### src/rtl/alarm_bank.sv
// ---------------------------------------------------------------------------
// alarm_bank
//
// Multi-slot alarm controller. Holds NUM_ALARMS independently armed BCD
// alarm times, compares them against the running clock on every minute
// tick, and runs a single IDLE/RING/SNOOZE state machine that handles
// snooze, dismiss and the unanswered-ring auto timeout. While ringing it
// produces a blinking alarm LED.
//
// Ports:
//   clk_i        system clock, everything on the rising edge
//   rst_i        synchronous active-low reset
//   HT_i..MU_i   current time, BCD hour tens/units, minute tens/units
//   min_tick_i   one-cycle pulse, time inputs already show the new minute
//   wr_en_i      one-cycle strobe to write an alarm slot
//   wr_idx_i     slot being written
//   wr_time_i    {HT,HU,MT,MU} BCD alarm time for the slot
//   wr_arm_i     enable bit stored with the slot
//   snooze_i     one-cycle snooze request (debounced button)
//   dismiss_i    one-cycle dismiss request (debounced button)
//   armed_o      per-slot enable bits
//   ringing_o    high while ringing
//   snoozing_o   high while snoozed
//   ring_idx_o   slot currently ringing or snoozed
//   led_alarm_o  blinking alarm indicator
//   wr_err_o     one-cycle pulse after a rejected write
// ---------------------------------------------------------------------------
module alarm_bank #(
    parameter int NUM_ALARMS       = 4,
    parameter int IDX_W            = 2,
    parameter int SNOOZE_MIN       = 5,
    parameter int RING_TIMEOUT_MIN = 10,
    parameter int BLINK_DIV        = 50000000
) (
    input  logic                  clk_i,
    input  logic                  rst_i,
    input  logic [3:0]            HT_i,
    input  logic [3:0]            HU_i,
    input  logic [3:0]            MT_i,
    input  logic [3:0]            MU_i,
    input  logic                  min_tick_i,
    input  logic                  wr_en_i,
    input  logic [IDX_W-1:0]      wr_idx_i,
    input  logic [15:0]           wr_time_i,
    input  logic                  wr_arm_i,
    input  logic                  snooze_i,
    input  logic                  dismiss_i,
    output logic [NUM_ALARMS-1:0] armed_o,
    output logic                  ringing_o,
    output logic                  snoozing_o,
    output logic [IDX_W-1:0]      ring_idx_o,
    output logic                  led_alarm_o,
    output logic                  wr_err_o
);

    localparam int              BLINK_W      = (BLINK_DIV > 1) ? $clog2(BLINK_DIV) : 1;
    localparam logic [BLINK_W-1:0] BLINK_LAST = BLINK_W'(BLINK_DIV - 1);
    localparam logic [3:0]      SNOOZE_LOAD  = 4'(SNOOZE_MIN);
    localparam logic [3:0]      TIMEOUT_LAST = 4'(RING_TIMEOUT_MIN - 1);

    typedef enum logic [1:0] {
        IDLE   = 2'd0,
        RING   = 2'd1,
        SNOOZE = 2'd2
    } state_t;

    logic [15:0]           slotTime_q [NUM_ALARMS];
    logic [15:0]           slotTime_d [NUM_ALARMS];
    logic [NUM_ALARMS-1:0] armed_q;
    logic [NUM_ALARMS-1:0] armed_d;
    logic                  wrErr_q;

    logic [15:0]           curTime;
    logic                  wrTimeValid;
    logic                  wrIdxValid;
    logic                  wrAccept;
    logic                  disarmHit;
    logic                  matchFound;
    logic [IDX_W-1:0]      matchIdx;

    state_t                state_q;
    logic                  ringing_q;
    logic                  snoozing_q;
    logic                  led_q;
    logic [IDX_W-1:0]      ringIdx_q;
    logic [3:0]            timeoutCnt_q;
    logic [3:0]            snoozeCnt_q;
    logic [BLINK_W-1:0]    blinkCnt_q;

    // Write qualification: the time must be a real 24-hour BCD time and the
    // index must name an existing slot. A write that disarms the slot that
    // is currently ringing or snoozed cancels the alarm.
    always_comb begin
        curTime     = {HT_i, HU_i, MT_i, MU_i};
        wrTimeValid = (wr_time_i[15:12] <= 4'd2) &&
                      (wr_time_i[11:8]  <= 4'd9) &&
                      !((wr_time_i[15:12] == 4'd2) && (wr_time_i[11:8] > 4'd3)) &&
                      (wr_time_i[7:4]   <= 4'd5) &&
                      (wr_time_i[3:0]   <= 4'd9);
        wrIdxValid  = 1'b0;
        for (int i = 0; i < NUM_ALARMS; i++) begin
            if (wr_idx_i == IDX_W'(i)) begin
                wrIdxValid = 1'b1;
            end
        end
        wrAccept  = wr_en_i && wrTimeValid && wrIdxValid;
        disarmHit = wrAccept && !wr_arm_i && (wr_idx_i == ringIdx_q);
    end

    // Alarm match on the minute tick. Scanning from the top slot down lets
    // the lowest matching index overwrite the others, so it wins. Because
    // matching only happens on the tick, a slot cannot retrigger within the
    // same minute.
    always_comb begin
        matchFound = 1'b0;
        matchIdx   = '0;
        for (int i = NUM_ALARMS - 1; i >= 0; i--) begin
            if (min_tick_i && armed_q[i] && (slotTime_q[i] == curTime)) begin
                matchFound = 1'b1;
                matchIdx   = IDX_W'(i);
            end
        end
    end

    // Next contents of the slot storage: only an accepted write touches it.
    always_comb begin
        slotTime_d = slotTime_q;
        armed_d    = armed_q;
        for (int i = 0; i < NUM_ALARMS; i++) begin
            if (wrAccept && (wr_idx_i == IDX_W'(i))) begin
                slotTime_d[i] = wr_time_i;
                armed_d[i]    = wr_arm_i;
            end
        end
    end

    // Slot storage plus the rejected-write pulse, which is high for exactly
    // the cycle after the bad write.
    always_ff @(posedge clk_i) begin
        if (!rst_i) begin
            slotTime_q <= '{default: '0};
            armed_q    <= '0;
            wrErr_q    <= 1'b0;
        end else begin
            slotTime_q <= slotTime_d;
            armed_q    <= armed_d;
            wrErr_q    <= wr_en_i && !wrAccept;
        end
    end

    // Ring state machine with registered outputs. A match always wins and
    // (re)enters RING with fresh counters and a fresh blink phase. Below
    // that, dismiss or a disarming write ends the alarm, then snooze, then
    // the minute counters expire. The LED starts lit on every RING entry and
    // toggles each BLINK_DIV cycles; it is dark outside RING.
    always_ff @(posedge clk_i) begin
        if (!rst_i) begin
            state_q      <= IDLE;
            ringing_q    <= 1'b0;
            snoozing_q   <= 1'b0;
            led_q        <= 1'b0;
            ringIdx_q    <= '0;
            timeoutCnt_q <= '0;
            snoozeCnt_q  <= '0;
            blinkCnt_q   <= '0;
        end else if (matchFound) begin
            state_q      <= RING;
            ringing_q    <= 1'b1;
            snoozing_q   <= 1'b0;
            led_q        <= 1'b1;
            ringIdx_q    <= matchIdx;
            timeoutCnt_q <= '0;
            snoozeCnt_q  <= '0;
            blinkCnt_q   <= '0;
        end else begin
            case (state_q)
                IDLE: begin
                end
                RING: begin
                    if (dismiss_i || disarmHit) begin
                        state_q      <= IDLE;
                        ringing_q    <= 1'b0;
                        led_q        <= 1'b0;
                        timeoutCnt_q <= '0;
                        blinkCnt_q   <= '0;
                    end else if (snooze_i) begin
                        state_q      <= SNOOZE;
                        ringing_q    <= 1'b0;
                        snoozing_q   <= 1'b1;
                        led_q        <= 1'b0;
                        timeoutCnt_q <= '0;
                        snoozeCnt_q  <= SNOOZE_LOAD;
                        blinkCnt_q   <= '0;
                    end else if (min_tick_i && (timeoutCnt_q == TIMEOUT_LAST)) begin
                        state_q      <= IDLE;
                        ringing_q    <= 1'b0;
                        led_q        <= 1'b0;
                        timeoutCnt_q <= '0;
                        blinkCnt_q   <= '0;
                    end else begin
                        if (min_tick_i) begin
                            timeoutCnt_q <= timeoutCnt_q + 4'd1;
                        end
                        if (blinkCnt_q == BLINK_LAST) begin
                            blinkCnt_q <= '0;
                            led_q      <= ~led_q;
                        end else begin
                            blinkCnt_q <= blinkCnt_q + 1'b1;
                        end
                    end
                end
                SNOOZE: begin
                    if (dismiss_i || disarmHit) begin
                        state_q     <= IDLE;
                        snoozing_q  <= 1'b0;
                        snoozeCnt_q <= '0;
                    end else if (min_tick_i && (snoozeCnt_q == 4'd1)) begin
                        state_q      <= RING;
                        ringing_q    <= 1'b1;
                        snoozing_q   <= 1'b0;
                        led_q        <= 1'b1;
                        timeoutCnt_q <= '0;
                        snoozeCnt_q  <= '0;
                        blinkCnt_q   <= '0;
                    end else if (min_tick_i) begin
                        snoozeCnt_q <= snoozeCnt_q - 4'd1;
                    end
                end
                default: begin
                    state_q      <= IDLE;
                    ringing_q    <= 1'b0;
                    snoozing_q   <= 1'b0;
                    led_q        <= 1'b0;
                    timeoutCnt_q <= '0;
                    snoozeCnt_q  <= '0;
                    blinkCnt_q   <= '0;
                end
            endcase
        end
    end

    assign armed_o     = armed_q;
    assign ringing_o   = ringing_q;
    assign snoozing_o  = snoozing_q;
    assign ring_idx_o  = ringIdx_q;
    assign led_alarm_o = led_q;
    assign wr_err_o    = wrErr_q;

endmodule

### config.mk
export PLATFORM = sky130hd
export DESIGN_NAME = alarm_bank
export DESIGN_NICKNAME = d
export VERILOG_FILES = /design/src/rtl/alarm_bank.sv
export SDC_FILE = /design/constraint.sdc
export NUM_CORES = 1
export LEC_CHECK = 0
export CAP_MARGIN = 20
export CORE_UTILIZATION = 35
export CTS_BUF_LIST = sky130_fd_sc_hd__clkbuf_4
export DETAILED_ROUTE_END_ITERATION = 8
export GPL_ROUTABILITY_DRIVEN = 0
export GPL_TIMING_DRIVEN = 0
export HOLD_SLACK_MARGIN = 0.1
export PLACE_DENSITY = 0.6
export SLEW_MARGIN = 0
export SYNTH_ARGS = -nofsm -noshare
export SYNTH_HDL_FRONTEND = slang
export SYNTH_SLANG_ARGS = --single-unit
### constraint.sdc
create_clock -name clk_i -period 3 [get_ports clk_i]
set_input_delay 0.3 -clock clk_i [delete_from_list [all_inputs] [get_ports clk_i]]
set_output_delay 0.3 -clock clk_i [all_outputs]
set_load 0.005 [all_outputs]
==> impl.org, run 1 <==
** STA
- On the final layout, the worst hold slack is 0.200 ns.
- The worst path uses 93.3% of the clock period.
- Setup Skew :: 0.0154 ns
- Setup repair after global routing left no endpoint under its margin.
- For the pin with the worst max-slew slack, the measured transition is 0.934 ns.
- The number of max-slew violations in the final report was 0.
- Total setup violations reported at the end of the flow :: 0
- The final count of hold timing violations came to 0.
- Final worst-path setup slack :: 0.201 ns
- The smallest clock period supported by the final layout is computed as 2.80 ns.
- Summed over all failing endpoints, the final setup total negative slack is 0 ns.
- Peak clock frequency supported by timing :: 0.357 GHz
- Worst rel slew slack :: 37.3%

** Finish
- Non-Filler Cell Area, Final :: 6590 um^2
- Cells fill 41.5% of the core in the end.
- Fraction of final layout cells with drive strength greater than 1 :: 5.72%
- Net count reported at finish :: 761
- Area Overhead vs Synth :: 15.4%
- Finished Layout Cells :: 934
- Counting the fill cells in the layout gives 1,601.

** Floorplanning
- After floorplanning, the core was sized to cover 15,900 um^2.
- Once the floorplan was initialized, standard cells occupied 36.0% of the core.
- Number of rows created at floorplan :: 46
- The floorplan step defined a die boundary enclosing 16,800 um^2.
- The die is 130 um wide.
- Ports placed on the boundary :: 51
- Die Height :: 130 um

** Synth
- Synth async-reset ratio :: 0%
- Count leader, synth :: sky130_fd_sc_hd__dfxtp_1
- Share of the yosys chip area belonging to registers :: 38.6%
- Top cell types by occurrence after synthesis :: 110 x sky130_fd_sc_hd__dfxtp_1, 75 x sky130_fd_sc_hd__nor2_1, 57 x sky130_fd_sc_hd__nand2_1
- In the synthesized netlist the dominant register cell turns out to be sky130_fd_sc_hd__dfxtp_1.
- Number of warnings issued by yosys :: 0
- Of all cell types, the one taking the most synthesized area is sky130_fd_sc_hd__dfxtp_1.
- Area fraction of the dominant cell type after synthesis :: 38.6%
- Each instance of the synthesized netlist takes up on average 8.75 um^2.
- Summing every instance area after synthesis gives 5710 um^2.
- Ranking of synthesized cells by area :: sky130_fd_sc_hd__dfxtp_1 39%, sky130_fd_sc_hd__xor2_1 8.4%, sky130_fd_sc_hd__mux2i_1 7.7%
- Instance count of the mapped netlist :: 653
- Number of enable-type register cells in the synthesized netlist :: 0
- In this run, synthesis produced a sequential element count of 110.
- Post-synthesis cell type count :: 55
- The number of nets handed over by synthesis was 702.

** Setup path
- At the worst endpoint, the arrival time is 3.20 ns.
- Setup slack on the worst reg-to-reg path comes out at 0.20 ns.
- The signal on the critical path passes through ha_1, nand3_1, nor2_1, a311oi_1, a211oi_1, or4b_1, buf_2, buf_6, nor2_4.
- Cell family with most CP delay :: simple AND/OR/NAND/NOR gates
- The worst setup path is captured at a flop.
- Slowest CP cell :: sky130_fd_sc_hd__nor2_1
- Buffers and inverters on the worst path :: 2
- The setup path with the least slack is of type flop to flop.
- Largest fanout of any net on the critical path :: 10
- At the worst endpoint, the required time is 3.40 ns.
- In this design, the stage delay of the slowest critical-path cell is 0.61 ns.
- FF-to-FF End :: blinkCnt_q[23]
- Type of origin of the critical path :: flop
- Critical path startpoint :: blinkCnt_q[0]
- For the worst flop-to-flop path, the logic depth is 9.
- In this run the critical register-to-register path is launched from blinkCnt_q[0].

** Global routing
- Antenna violations before repair :: 1
- Global routing consumed, over all layers together, 19.7% of the routing resources.
- The number of global-route vias before repair came to 4,733.
- Entering global routing, the biggest net connects 17 pins.
- For this run the aggregate overflow at the end of global routing stands at 0.
- The first global-routing pass estimated 25,200 um of wire.

** Route
- Across all layers, the routed design uses 5,019 vias.
- Number of detailed-route iterations in the first pass :: 4
- In the routed design, unresolved DRC markers number 0.
- For this block, the initial DRC count from the detailed router was 435.
- Vias/cell :: 5.37
- Post-detailed-route count of antenna-violating nets :: 0
- The routed design has 16,000 um of wire.
- After detailed routing, the average wire length per cell comes to 17.1 um.

** Power
- Total power :: 2.44 mW
- Power density of the placed cells :: 370 nW/um^2
- For this design the static power due to leakage is 2.34 nW.
- The worst-case IR drop observed on VDD is 0.162 mV.

** Worst hold path
- Sink of the worst hold path :: slotTime_q[46]
- Number of cells traversed by the worst hold path :: 3
- Min-delay src :: wr_idx_i[0]
- Worst min-delay path class :: input port to flop

** Outcome
- Outcome :: finished clean

** Placed design
- Post-placement cell area :: 6460 um^2
- Port Buf Inserts :: 48
- Placement-stage worst setup slack :: -0.178 ns
- Including well taps, the total number of placed cells is 917.
- HPWL after DPL :: 12,100 um

** Run
- Max cap viols :: 0

** CTS
- Number of clock sinks :: 110
- The clock passes through at most 2 buffers.
- TritonCTS built the clock tree.
- Post-CTS resize count :: 0
- Htree depth :: 3
- The clock reaches the later pin of the worst-skew pair after 0.50 ns.
- CTS buffer count :: 9
- Buffers added to address setup during post-CTS repair amount to 0.
- Clock transition at the registers of the reported paths :: 0.16 ns
- The number of hold buffers added after CTS was 0.
- Clock tree synthesis selected as its root buffer the cell sky130_fd_sc_hd__clkbuf_4.
==> per-layer routing <==
layer / global-route usage, % / up-vias / part of all wire, %
li1: - / 2415 / -
met1: 27.4 / 2432 / 49
met2: 30.7 / 147 / 45
met3: 3.90 / 25 / 5.2
met4: 5.75 / 0 / 1.5
met5: 0 / - / 0
==> power breakdown <==
group	switching, mW	leakage, nW	total, mW	internal, mW
registers	0.00126	0.886	1.47	1.46
logic	0.139	1.38	0.228	0.0893
clock network	0.491	0.0750	0.746	0.255
==> how the worst max path moves through the flow <==
stage,end,slack [ns],depth (start not counted)
6_report,blinkCnt_q[23],0.20,9
5_1_grt,blinkCnt_q[19],0.0008,9
4_1_cts,blinkCnt_q[23],0.22,9
3_5_place_dp,blinkCnt_q[22],-0.18,9
3_3_place_gp,slotTime_q[38],-0.14,8
2_1_floorplan,blinkCnt_q[18],0.65,10
==> tightest hold or removal path, cell delays in order <==
cell and delay (ns):
sky130_fd_sc_hd__buf_2 0.14, sky130_fd_sc_hd__nand2_1 0.09, sky130_fd_sc_hd__and3_1 0.15
==> registers in the layout, summed over array words and instances (netlist names) <==
register	cells
snoozeCnt_q	4
armed_o	4
slotTime_q	64
wr_err_o	1
led_alarm_o	1
blinkCnt_q	26
timeoutCnt_q	4
ringing_o	1
snoozing_o	1
state_q	2
ring_idx_o	2
==> cells in the final DEF (no fill, tap or decap), drive strengths merged, types with 4 or more instances in the layout <==
cell and n:
nor3 20, nor2 85, and2 4, buf 8, nor3b 10, clkbuf 33, xor2 55, nand2 57
nand3b 4, nor4b 4, dfxtp 110, clkdlybuf4s50 48, nand3 20, nor4 29, a21oi 28, and3 15
xnor2 31, a31oi 6, mux2i 44, inv 9, clkinv 5, or3 8, and4 4, nand2b 6
o21ai 14, nand4 11, a211oi 5, ha 8
==> final cells by class <==
| class | count | area (um^2) | share of cell area [%] |
|---|---|---|---|
| antenna | 1 | 2.50 | 0.0380 |
| buffer | 31 | 138 | 2.09 |
| clock buffer | 10 | 75.1 | 1.14 |
| clock inverter | 6 | 52.6 | 0.797 |
| inverter | 9 | 33.8 | 0.512 |
| multi-input combinational | 503 | 3340 | 50.6 |
| sequential | 110 | 2200 | 33.4 |
| tap | 216 | 270 | 4.10 |
| timing repair buffer | 48 | 480 | 7.29 |
==> cells by family after synthesis <==
family	synth area share [%]
xor+xnor	13.2
compound gates	7.45
flops	38.6
simple gates	28.3
buf+inv	3.00
fa+ha+maj	1.75
mux	7.71
Power figures use the tool's default switching activity.
==> run 2, diff against run 1 <==
--- a/config.mk
+++ b/config.mk
@@ -10,8 +10,8 @@
 export CTS_BUF_LIST = sky130_fd_sc_hd__clkbuf_4
 export DETAILED_ROUTE_END_ITERATION = 8
 export GPL_ROUTABILITY_DRIVEN = 0
-export GPL_TIMING_DRIVEN = 0
 export HOLD_SLACK_MARGIN = 0.1
+export MAX_ROUTING_LAYER = met4
 export PLACE_DENSITY = 0.6
 export SLEW_MARGIN = 0
 export SYNTH_ARGS = -nofsm -noshare
==> run 2 against run 1 <==
Clock power down 8.2%. Flip-flop and latch count stayed put. Final cell count decreased by 0.64%. Wire length is 3.2% lower. First-iteration DRC count is 0.69% higher. Worst hold slack improved by 0.20 ns. Design area increased by 1.1%. Die area did not move. Clock-buffer cell count did not move. Fmax rose by 5.1%. Register-to-register slack better by 0.14 ns. Largest power group unchanged. Global-route usage down 0.084 points. Largest cell class unchanged.
==> impl.org, run 2 (same netlist as run 1, synthesis figures left out) <==
** Power
- Cell internal pwr :: 1.74 mW
- Clock power share :: 28.8%
- Maximum resistive drop on vdd :: 0.161 mV
- In this run the power density over the cells is 357 nW/um^2.
- Power share of the sequential group :: 61.6%
- In this run the power spent charging and discharging nets is 0.641 mW.
- P_leak :: 2.40 nW
- Combinational cells account for 9.6% of the total power.
- Switching power share of the total :: 26.9%

** STA
- The final count of hold timing violations was 0.
- Derived from the worst setup path, the maximum achievable clock frequency is 0.376 GHz.
- On the final layout, the worst hold slack is 0.403 ns.
- RSZ-0062 raised after global routing :: false
- Final worst-path cycle share :: 88.7%
- Measured against its own limit, the worst slew margin works out to 53.4%.
- Setup violations remaining at the end of the flow were counted as 0.
- Setup TNS :: 0 ns
- For the final database, setup skew stands at 0.0234 ns.
- For the finished layout, the period the worst path requires is 2.66 ns.
- At the pin with the least slew margin, the transition time is 0.696 ns.
- Count of pins over their slew limit :: 0

** Floorplanning
- The total area inside the core boundary comes to 15,900 um^2.
- Die Height :: 130 um
- Number of rows created at floorplan :: 46
- Pin placement for this block handled 51 I/O pins.
- Initial core utilization :: 36.0%
- The die covers 16,800 um^2.
- Measured along the x axis, the die boundary spans 130 um.

** CTS
- Post-CTS resize count :: 0
- After clock tree synthesis, the clock-pin slew on the worst setup and hold paths is 0.16 ns.
- TritonCTS built the clock tree.
- Htree depth :: 3
- Maximum count of clock buffers along a single path :: 2
- Hold repair after CTS inserted 0 buffers.
- Setup fix buffers added after clock tree synthesis :: 0
- CTS buffer count :: 9
- The cell sitting at the root of the clock tree is a sky130_fd_sc_hd__clkbuf_4.
- For the worst-skew pair, the clock arrives at the later sink with an insertion delay of 0.50 ns.
- CTS saw 110 sinks.

** Global routing
- For this run, the total global-route usage over all layers was measured as 19.6%.
- Wire length of the first global-routing pass :: 24,600 um
- The number of global-route vias before repair is 4,647.
- Antenna violations before repair :: 1
- Global route total overflow :: 0
- Pin count of the biggest net entering global routing :: 35

** Setup path
- Buffers and inverters on the worst path :: 2
- Type of origin of the critical path :: flop
- The critical path is of the flop to flop type.
- Ordered list of cells on the worst path :: inv_1, ha_1, nand2b_1, a21o_1, a311oi_1, a211oi_1, or4b_1, buf_12, a21oi_1
- Cell family with most CP delay :: compound AO/OA/AOI/OAI gates
- In this run the worst path has a maximum fanout of 24.
- Crit. End Element :: flop
- Arr. time, crit path :: 3.09 ns
- The slowest stage of the critical path is the sky130_fd_sc_hd__or4b_1 cell.
- Stage delay of the slowest cell on the critical path :: 0.55 ns
- Required time of the critical path :: 3.43 ns

** Route
- Post-detailed-route count of antenna-violating nets :: 0
- After detailed routing, the total wire length is 15,500 um.
- For this run, design rule violations remaining after detail routing come to 0.
- After the first detailed-routing iteration, the DRC count stood at 438.
- For this block, the via count after detailed routing is 4,902.
- Vias/cell :: 5.28
- Per-cell routed wire length :: 16.7 um
- The pre-antenna-repair detailed-routing pass consisted of 5 iterations.

** Placed design
- Port Buf Inserts :: 50
- HPWL after DPL :: 11,400 um
- Post-placement cell area :: 6560 um^2
- Count of placed standard cells including taps :: 912

** Finish
- The post-route netlist has 8.30% of its cells at a drive strength greater than 1.
- Largest register FFs :: 64
- Non-Filler Cell Area, Final :: 6670 um^2
- Biggest registers after layout :: slotTime_q: 64 flops, blinkCnt_q: 26 flops
- Counting flops per register, the top entry is slotTime_q.
- Most used cells in the layout excluding fill and tap cells :: 110 x sky130_fd_sc_hd__dfxtp_1, 75 x sky130_fd_sc_hd__nor2_1, 57 x sky130_fd_sc_hd__nand2_1
- Compared with the post-synthesis result, the final layout area differs by 16.7%.
- For this run, the post-layout net count is 756.
- The library cell used most frequently in the layout, excluding fill and tap cells, is sky130_fd_sc_hd__dfxtp_1.
- The finished layout holds 928 standard cells, fillers aside.

** Outcome
- Outcome :: finished clean

** Worst hold path
- The tightest min-delay check is of the input port to flop type.

** Run
- Max-cap violations in this run came to 0.
[run 2: path summary, 6_finish.rpt]
kind / endpoint / slack (ns) / from / cells after the start
max reg2reg: blinkCnt_q[13] / 0.34 / state_q[1] / 9
min: wr_err_o / 0.40 / wr_en_i / 2
max: blinkCnt_q[13] / 0.34 / state_q[1] / 9
min reg2reg: slotTime_q[59] / 0.48 / slotTime_q[59] / 2
[run 2: area by class of cell]
| type | instances | area (um^2) |
|---|---|---|
| fill | 1639 | 9220 |
| multi-input combinational | 503 | 3340 |
| sequential | 110 | 2200 |
| timing repair buffer | 74 | 706 |
| tap | 216 | 270 |
| clock buffer | 10 | 75.1 |
| clock inverter | 5 | 33.8 |
| inverter | 9 | 33.8 |
| antenna | 1 | 2.50 |
[run 2: power by group through the flow]
stage                     sequential (mW)  combinational [mW]  clock, mW
after floorplan                      1.50              0.0956          0
after global placement               1.50               0.225          0
after detailed placement             1.50               0.226          0
after CTS                            1.47               0.228      0.703
after global routing                 1.47               0.244      0.765
final                                1.47               0.229      0.685
[run 2: through the flow]
step | power (mW) | setup WS [ns] | util [%]
6_report | 2.38 | 0.338 | 42.0
5_1_grt | 2.48 | 0.185 | 42.0
4_1_cts | 2.40 | 0.340 | 42.0
3_5_place_dp | 1.72 | 0.117 | 41.3
3_3_place_gp | 1.72 | 0.171 | 41.3
2_1_floorplan | 1.59 | 0.646 | -
[run 2: worst reg2reg max path: stages (launching register included)]
cell and delay [ns]:
sky130_fd_sc_hd__dfxtp_1 0.37, sky130_fd_sc_hd__inv_1 0.10, sky130_fd_sc_hd__ha_1 0.24, sky130_fd_sc_hd__nand2b_1 0.16
sky130_fd_sc_hd__a21o_1 0.21, sky130_fd_sc_hd__a311oi_1 0.43, sky130_fd_sc_hd__a211oi_1 0.20, sky130_fd_sc_hd__or4b_1 0.55
sky130_fd_sc_hd__buf_12 0.21, sky130_fd_sc_hd__a21oi_1 0.14
[run 2: per-layer routing]
metal | track usage, % | vias to the layer above | wire (um)
met5 | - | - | 0
met4 | 5.88 | 0 | 144
met3 | 2.83 | 10 | 668
met2 | 30.4 | 138 | 7080
met1 | 26.4 | 2358 | 7600
li1 | - | 2396 | -
==> run 3, diff against run 2 <==
--- a/config.mk
+++ b/config.mk
@@ -10,6 +10,7 @@
 export CTS_BUF_LIST = sky130_fd_sc_hd__clkbuf_4
 export DETAILED_ROUTE_END_ITERATION = 8
 export GPL_ROUTABILITY_DRIVEN = 0
+export GPL_TIMING_DRIVEN = 0
 export HOLD_SLACK_MARGIN = 0.1
 export MAX_ROUTING_LAYER = met4
 export PLACE_DENSITY = 0.6
==> run 3 against run 2 <==
Worst hold slack worse by 0.20 ns. Wire length up 3.2%. Final cell count up 0.65%. Critical path depth unchanged. Largest cell class unchanged. Largest power group unchanged.
==> impl.org, run 3 (same netlist as run 1, synthesis figures left out) <==
** Outcome
- The run finished with clean final reports.

** Power
- Net switching power :: 0.632 mW
- P_leak :: 2.34 nW
- Power share of the sequential group :: 60.0%
- Power density of the placed cells :: 370 nW/um^2
- Combinational power share :: 9.3%
- Clock power share :: 30.6%
- Cell internal pwr :: 1.81 mW
- Switching power share of the total :: 25.9%
- Across the VDD grid, the largest voltage drop is 0.163 mV.

** Finish
- Finished Layout Cells :: 934
- In the final layout, the registers with the most flip-flops are slotTime_q: 64 flops, blinkCnt_q: 26 flops.
- Largest register FFs :: 64
- The finished cells cover 6590 um^2.
- slotTime_q holds more flip-flops than any other register.
- Final standard cell utilization of the core :: 41.5%
- For this run, the post-layout net count is 761.
- Multi-input gate area :: 3340 um^2
- Fraction of final layout cells with drive strength greater than 1 :: 5.72%
- The layout has 1,601 filler cells.
- Most used cells in the layout excluding fill and tap cells :: 110 x sky130_fd_sc_hd__dfxtp_1, 75 x sky130_fd_sc_hd__nor2_1, 57 x sky130_fd_sc_hd__nand2_1
- Area Overhead vs Synth :: 15.4%
- Leaving out fill and tap cells, the most frequent cell in the layout is sky130_fd_sc_hd__dfxtp_1.
- Registers take 2200 um^2.

** Route
- After detailed routing, the total wire length is 16,000 um.
- Initial DRC count :: 423
- Total vias in the final route :: 5,055
- In the routed design, unresolved DRC markers number 0.
- In this run the remaining antenna-violating nets after routing total 0.
- Using the TritonRoute via totals, the vias-per-cell ratio works out to 5.41.
- Dividing the detail-routed wire length by the instance count gives 17.1 um.
- Before antenna repair, the detailed router went through 5 iterations.

** Global routing
- Entering global routing, the biggest net connects 17 pins.
- Global route total overflow :: 0
- The number of global-route vias before repair was 4,725.
- Wire length of the first global-routing pass :: 25,200 um
- For this run, the total global-route usage over all layers was measured as 20.3%.
- The number of antenna violations at the first check in global routing is 1.

** Placed design
- HPWL after DPL :: 12,100 um
- Count of placed standard cells including taps :: 917
- Post-placement cell area :: 6460 um^2
- Port Buf Inserts :: 48

** STA
- Final Hold Violating Endpoints :: 0
- Worst rel slew slack :: 37.7%
- Total setup violations reported at the end of the flow :: 0
- Final period demand of the worst path :: 2.81 ns
- Final worst hold slack :: 0.203 ns
- The final critical path takes up 93.8% of the cycle.
- The number of max-slew violations in the final report came to 0.
- Setup TNS :: 0 ns
- For the pin with the worst max-slew slack, the measured transition is 0.927 ns.
- Setup Skew :: 0.0184 ns
- RSZ-0062 raised after global routing :: false
- Peak clock frequency supported by timing :: 0.355 GHz

** Floorplanning
- The floorplan has 46 rows.
- Die outline width :: 130 um
- After floorplanning, the core was sized to cover 15,900 um^2.
- Ports placed on the boundary :: 51
- In this run the vertical extent of the chip is 130 um.
- The initial utilization of the core area, before any placement, comes to 36.0%.
- Total Die Area :: 16,800 um^2

** Setup path
- Data arrives at the worst endpoint at 3.21 ns.
- Worst R2R Start :: blinkCnt_q[0]
- Type of origin of the critical path :: flop
- Crit. End Element :: flop
- Along the worst path, the maximum fanout reaches 10.
- Worst-case reg-to-reg path depth :: 9
- Critical path startpoint :: blinkCnt_q[0]
- Path type of the worst setup path :: flop to flop
- Required time of the critical path :: 3.40 ns

** CTS
- CTS saw 110 sinks.
- Htree depth :: 3
- Clock latency on the worst-skew pair, taken at its later pin, is 0.50 ns.
- Clock transition at the registers of the reported paths :: 0.16 ns
- Post-CTS resize count :: 0
- Root Buffer :: sky130_fd_sc_hd__clkbuf_4
- Clock tree from TritonCTS :: built
- The longest clock path from root to sink contains 2 buffers.
- CTS buffer count :: 9
- The number of setup buffers added after CTS is 0.
- For this design, the CTS-stage hold fixing added 0 buffers.

** Worst hold path
- Min-delay src :: wr_idx_i[0]
- The tightest min-delay check is of the input port to flop type.
- The worst hold path was traced through 3 stages.

** Run
- Across the run, the number of max-cap violations was 0.
==> run 3: cell types whose count changed in the layout (fill, tap and decap cells not counted), sizes merged <==
cell           before  now
clkbuf             10   33
bufinv              0    1
clkdlybuf4s50      50   48
buf                24    8
clkinv              2    5
inv                11    9
clkinvlp            1    0
==> run 3: critical path, stage by stage (launching register included) <==
cell                       delay [ns]
sky130_fd_sc_hd__dfxtp_1         0.40
sky130_fd_sc_hd__ha_1            0.20
sky130_fd_sc_hd__nand3_1         0.11
sky130_fd_sc_hd__nor2_1          0.61
sky130_fd_sc_hd__a311oi_1        0.23
sky130_fd_sc_hd__a211oi_1        0.47
sky130_fd_sc_hd__or4b_1          0.19
sky130_fd_sc_hd__buf_2           0.20
sky130_fd_sc_hd__buf_6           0.25
sky130_fd_sc_hd__nor2_4          0.06
==> run 3: area by class of cell <==
| class | instances | share of cell area [%] |
|---|---|---|
| diodes | 1 | 0.0380 |
| inverters | 9 | 0.512 |
| repair buffers | 48 | 7.29 |
| clock inverters | 6 | 0.797 |
| clock buffers | 10 | 1.14 |
| flip-flops and latches | 110 | 33.4 |
| multi-input cells | 503 | 50.6 |
| well taps | 216 | 4.10 |
| plain buffers | 31 | 2.09 |
==> run 3: final timing paths <==
check	slack, ns	endpoint
setup / recovery	0.19	blinkCnt_q[23]
hold / removal	0.20	slotTime_q[46]
setup reg to reg	0.19	blinkCnt_q[23]
hold reg to reg	0.48	slotTime_q[51]
==> run 3: power groups by stage <==
stage          clock network (mW)  registers [mW]  logic [mW]
2_1_floorplan                   0            1.50      0.0956
3_3_place_gp                    0            1.50       0.223
3_5_place_dp                    0            1.50       0.224
4_1_cts                     0.761            1.47       0.225
5_1_grt                     0.823            1.47       0.241
6_report                    0.747            1.47       0.228
==> run 3: per-stage QoR <==
stage,power (mW),setup slack [ns]
floorplan,1.59,0.646
global placement,1.72,-0.140
detailed placement,1.72,-0.178
CTS,2.45,0.225
global route,2.53,0.000779
finish,2.44,0.185
==> run 3: per-layer routing <==
layer,wire (um),vias to the layer above,track usage (%)
met5,0,-,-
met4,257,0,5.54
met3,944,25,3.90
met2,7110,184,30.8
met1,7670,2434,27.5
li1,-,2412,-
